--- src/rtl/data_bus_arbiter.sv ---
// Data-memory port arbiter: m0 fixed priority, m1/m2 round-robin.
// Latches one transfer, holds it until completion or watchdog abort.
module data_bus_arbiter #(
  parameter int TIMEOUT_CYCLES = 255
) (
  input  logic        clk,
  input  logic        rst,
  input  logic [1:0]  m0_rw,
  input  logic [1:0]  m0_size,
  input  logic [31:0] m0_addr,
  input  logic [31:0] m0_wdata,
  output logic [31:0] m0_rdata,
  output logic        m0_cplt,
  output logic        m0_err,
  input  logic [1:0]  m1_rw,
  input  logic [1:0]  m1_size,
  input  logic [31:0] m1_addr,
  input  logic [31:0] m1_wdata,
  output logic [31:0] m1_rdata,
  output logic        m1_cplt,
  output logic        m1_err,
  input  logic [1:0]  m2_rw,
  input  logic [1:0]  m2_size,
  input  logic [31:0] m2_addr,
  input  logic [31:0] m2_wdata,
  output logic [31:0] m2_rdata,
  output logic        m2_cplt,
  output logic        m2_err,
  output logic [1:0]  data_rw,
  output logic [1:0]  data_size,
  output logic [31:0] data_address,
  output logic [31:0] data_wdata,
  input  logic [31:0] data_rdata,
  input  logic        data_rw_cplt,
  output logic [1:0]  grant_id,
  output logic        busy
);

  typedef enum logic [1:0] {
    S_IDLE,
    S_BUSY,
    S_REL
  } state_t;

  localparam logic [15:0] CNT_LAST = 16'(TIMEOUT_CYCLES - 1);

  state_t      state_q;
  state_t      state_d;
  logic [1:0]  own_q;
  logic        rr_q;
  logic [1:0]  rw_q;
  logic [1:0]  size_q;
  logic [31:0] addr_q;
  logic [31:0] wdata_q;
  logic [31:0] rdata_q;
  logic        err_q;
  logic [15:0] cnt_q;

  logic        req0;
  logic        req1;
  logic        req2;
  logic        any_req;
  logic [1:0]  win;
  logic [1:0]  sel_rw;
  logic [1:0]  sel_size;
  logic [31:0] sel_addr;
  logic [31:0] sel_wdata;
  logic        done;
  logic        tmo;
  logic        rel;

  assign req0    = m0_rw[1];
  assign req1    = m1_rw[1];
  assign req2    = m2_rw[1];
  assign any_req = req0 | req1 | req2;

  // rr_q = 0 favours m1, 1 favours m2; a lone m1/m2 requester always wins
  always_comb begin
    win = 2'd2;
    if (req0)
      win = 2'd0;
    else if (req1 && req2)
      win = rr_q ? 2'd2 : 2'd1;
    else if (req1)
      win = 2'd1;
  end

  always_comb begin
    sel_rw    = m2_rw;
    sel_size  = m2_size;
    sel_addr  = m2_addr;
    sel_wdata = m2_wdata;
    unique case (win)
      2'd0: begin
        sel_rw    = m0_rw;
        sel_size  = m0_size;
        sel_addr  = m0_addr;
        sel_wdata = m0_wdata;
      end
      2'd1: begin
        sel_rw    = m1_rw;
        sel_size  = m1_size;
        sel_addr  = m1_addr;
        sel_wdata = m1_wdata;
      end
      default: ;
    endcase
  end

  // completion beats a same-cycle timeout
  assign done = (state_q == S_BUSY) && data_rw_cplt;
  assign tmo  = (state_q == S_BUSY) && !data_rw_cplt
             && (cnt_q == CNT_LAST);

  always_ff @(posedge clk) begin
    if (rst)
      state_q <= S_IDLE;
    else
      state_q <= state_d;
  end

  always_comb begin
    state_d = state_q;
    unique case (state_q)
      S_IDLE:  if (any_req) state_d = S_BUSY;
      S_BUSY:  if (done || tmo) state_d = S_REL;
      S_REL:   state_d = S_IDLE;
      default: state_d = S_IDLE;
    endcase
  end

  always_ff @(posedge clk) begin
    if (rst) begin
      own_q   <= 2'd0;
      rr_q    <= 1'b0;
      rw_q    <= 2'd0;
      size_q  <= 2'd0;
      addr_q  <= 32'd0;
      wdata_q <= 32'd0;
      rdata_q <= 32'd0;
      err_q   <= 1'b0;
      cnt_q   <= 16'd0;
    end else begin
      if (state_q == S_IDLE && any_req) begin
        own_q   <= win;
        rw_q    <= sel_rw;
        size_q  <= sel_size;
        addr_q  <= sel_addr;
        wdata_q <= sel_wdata;
        cnt_q   <= 16'd0;
        if (win == 2'd1)
          rr_q <= 1'b1;
        else if (win == 2'd2)
          rr_q <= 1'b0;
      end
      if (done) begin
        rdata_q <= rw_q[0] ? 32'd0 : data_rdata;
        err_q   <= 1'b0;
      end else if (tmo) begin
        rdata_q <= 32'd0;
        err_q   <= 1'b1;
      end else if (state_q == S_BUSY) begin
        cnt_q <= cnt_q + 16'd1;
      end
    end
  end

  assign rel = (state_q == S_REL);

  always_comb begin
    busy         = (state_q != S_IDLE);
    grant_id     = busy ? own_q : 2'd3;
    data_rw      = (state_q == S_BUSY) ? rw_q : 2'd0;
    data_size    = size_q;
    data_address = addr_q;
    data_wdata   = wdata_q;
    m0_cplt      = rel && (own_q == 2'd0);
    m1_cplt      = rel && (own_q == 2'd1);
    m2_cplt      = rel && (own_q == 2'd2);
    m0_err       = m0_cplt && err_q;
    m1_err       = m1_cplt && err_q;
    m2_err       = m2_cplt && err_q;
    m0_rdata     = m0_cplt ? rdata_q : 32'd0;
    m1_rdata     = m1_cplt ? rdata_q : 32'd0;
    m2_rdata     = m2_cplt ? rdata_q : 32'd0;
  end

endmodule
--- config.mk ---
export PLATFORM = sky130hd
export DESIGN_NAME = data_bus_arbiter
export DESIGN_NICKNAME = d
export VERILOG_FILES = /design/src/rtl/data_bus_arbiter.sv
export SDC_FILE = /design/constraint.sdc
export NUM_CORES = 1
export LEC_CHECK = 0
export CORE_AREA = 2 2 160 162
export DETAILED_ROUTE_END_ITERATION = 10
export DIE_AREA = 0 0 162 164
export PLACE_DENSITY = 0.68
export SYNTH_ARGS = -nofsm -noshare
export SYNTH_HDL_FRONTEND = slang
export SYNTH_SLANG_ARGS = --single-unit
--- constraint.sdc ---
create_clock -name clk -period 3.4 [get_ports clk]
set_clock_uncertainty 0.05 [all_clocks]
set_input_delay 0.68 -clock clk [delete_from_list [all_inputs] [get_ports clk]]
set_output_delay 0.68 -clock clk [all_outputs]
set_load 0.03 [all_outputs]
==> metrics.md <==
| Metric | Value |
|---|---|
| Outcome | completed |
| Final nets | 1471 |
| Final hold viol count | 0 |
| Die X | 162 um |
| Seq cells post-synth | between 100 and 150 |
| Final wirelength | 27400 um |
| Die Footprint | 26600 um2 |
| Post-synth top area share | a little over a third |
| Cells after Synth | 863 |
| I/O pin cnt | 412 |
| Total Power | ~0.0048 W |
| Cts bufs inserted | 17 |
| Placed cell area | 11400 um2 |
| Antenna violations before repair | 1 |
| Via count | 7954 |
| Area growth syn-to-layout | 73.2% |
| Row count | 58 |
| Final critical-path required period | between 3 and 4 ns |
| Final Cycle Share | 91.7% |
| Pre-CTS WS | 0.223 ns |
| Post-CTS Setup Bufs | 0 |
| Synth async-reset ratio | 0% |
| Via density | ~5.1 |
| Static leakage | around 4.2 nW |
| Worst hold path class | reg -> reg |
| MaxCap Viol Count | 0 |
| Ys flop type | dfxtp_1 |
| Starting Density | 28.0% |
| Worst EP arrival | around 2.4 ns |
| Reg clk slew, reported paths | roughly 0.06 ns |
| Worst setup EP type | primary output |
| Max VDD drop | 0.258 mV |
| GRT overflow | 0 |
| Syn. warnings | 0 |
| Final Cell Area | around 12000 um2 |
| Share of layout cells above drive strength 1 | ~6.0% |
| CP required | 2.67 ns |
| Initial DRC count | 378 |
| Remaining routing DRC violations | 0 |
| Netlist cell types | 50 |
| Hold Buf Count CTS | 0 |
| Seq/Total Area, Yosys | 35.1% |
| Setup tns final | 0 ns |
| Clock power share | 40.2% |
| Measured slew at the worst slew-check pin | 0.616 ns |
| Port Buf Inserts | about 400 |
| Top cells by count, synth | 133 x a21oi_1, 122 x dfxtp_1, 102 x and2_1 |
| Core area | 24800 um2 |
| Final core occ | between 40% and 50% |
| Netlist Area Pre-Place | 6950 um2 |
| CTS tree | yes |
| Final max-slew violation count | 0 |
| Vias in the first global route | 7515 |
| Syn_area_per_cell | 8.06 um2 |
| Syn_nets | 1106 |
| Synth top area cells | dfxtp_1 35%, a21oi_1 9.6%, and2_1 9.2% |
| Clock Sinks | 122 |
| Top-count cell post-synth | a21oi_1 |
| Flop pwr share | approximately 34% |
| Setup crit start kind | flop |
| GPL Wtd Cong | between 0.8 and 0.9 |
| Total GRT Usage | about 20% |
| Biggest area consumer among synthesized cells | dfxtp_1 |
| Slew headroom | about three fifths |
| Pin count of the biggest net entering global routing | 122 |
| Cts repair resizes | 0 |
| H-tree levels | 4 |
| Routed WL per cell | 17.4 um |
| RSZ-0062 raised after global routing | false |
| Die Height | 164 um |
| Final setup vio count | 0 |
| Pwr per Cell Area | ~400 nW/um2 |
| Antenna-violating nets left | 0 |
| Post-DP HPWL | about 21000 um |
| Int Power | between 0.003 and 0.004 W |
| First-pass GRT wire length | roughly 42000 um |
| Critical-path maximum fanout | 34 |
| Switching share of power | around 30% |
| WS Path Type | reg -> out |
| FMAX | 321 MHz |
| Clk buf depth | 2 |
| Final Worst Setup Slack | roughly 0.28 ns |
| Comb pwr share | 26.2% |
| Worst-Skew Late Latency | 0.41 ns |
| Clock tree root buffer cell | clkbuf_16 |
| First-pass DRT Iterations | 5 |
| Post-synth EDFFs | 0 |
| Psw | 0.00143 W |
routing by layer:
metal,up-vias,GRT usage [%],part of all wire [%]
met1,3697,22.6,40
met4,0,5.51,1.4
li1,3927,-,-
met2,307,35.5,51
met3,23,6.39,8.2
met5,-,0,0
placed cells by master (no fill, tap or decap), drive strengths merged, types with 5 or more instances in the layout:
cell type      count
nand3              8
or3                5
or4                5
a21oi            133
dfxtp            122
o31ai              5
nand2             14
inv               11
a211oi            65
clkinv             5
a311oi            67
clkdlybuf4s50    409
nor3               6
nor2              80
a22o              32
nand4             12
buf               23
and2             102
nor2b             66
clkbuf            19
cell type report:
| type | count | area [um2] |
|---|---|---|
| fillers | 2442 | 12800 |
| inverters | 9 | 33.8 |
| flip-flops and latches | 122 | 2440 |
| multi-input cells | 646 | 4170 |
| repair buffers | 432 | 4370 |
| clock inverters | 13 | 166 |
| clock buffers | 19 | 453 |
| diodes | 1 | 2.50 |
| well taps | 330 | 413 |
registers in the layout (all words and copies together) (netlist names):
| register | cells |
|---|---|
| data_size | 2 |
| err_q | 1 |
| rdata_q | 32 |
| own_q | 2 |
| rw_q | 2 |
| data_address | 32 |
| rr_q | 1 |
| state_q | 2 |
| cnt_q | 16 |
| data_wdata | 32 |
kinds of logic after synthesis:
group,after synthesis,synth area share (%)
buffers and inverters,95,5.81
flip-flops,122,35.1
adder cells (fa/ha/maj),4,0.720
AO/OA/AOI/OAI,323,32.2
multiplexers,4,0.612
AND/OR/NAND/NOR,315,25.6
critical path: stages (launching register included):
cell             delay (ns)
dfxtp_1                0.32
nand2b_1               0.21
nor3b_2                0.18
buf_4                  0.31
and2_1                 0.24
clkdlybuf4s50_1        0.69
worst paths after layout:
check / endpoint / slack (ns) / depth (start not counted) / from
min reg2reg: rw_q[1]$_SDFFE_PP0P_ / 0.42 / 2 / rw_q[1]$_SDFFE_PP0P_
max: m2_rdata[7] / 0.28 / 5 / state_q[0]$_SDFFE_PP0P_
max reg2reg: rdata_q[12]$_SDFFE_PP0P_ / 1.13 / 6 / cnt_q[11]$_SDFF_PP0_
min: rw_q[1]$_SDFFE_PP0P_ / 0.42 / 2 / rw_q[1]$_SDFFE_PP0P_
metrics by stage:
step           std cells  hold WS [ns]
5_1_grt             1572         0.457
2_1_floorplan        863         0.382
3_3_place_gp        1539         0.415
3_5_place_dp        1539         0.415
4_1_cts             1571         0.422
6_report            1572         0.420
power by group through the flow:
stage               logic, W  registers [W]  clock network, W
finish               0.00125        0.00160           0.00192
global route         0.00135        0.00162           0.00203
CTS                  0.00126        0.00160           0.00197
detailed placement   0.00126        0.00163                 0
global placement     0.00125        0.00163                 0
floorplan           0.000501        0.00177                 0
Note: power is estimated with default switching activity, not from simulation.
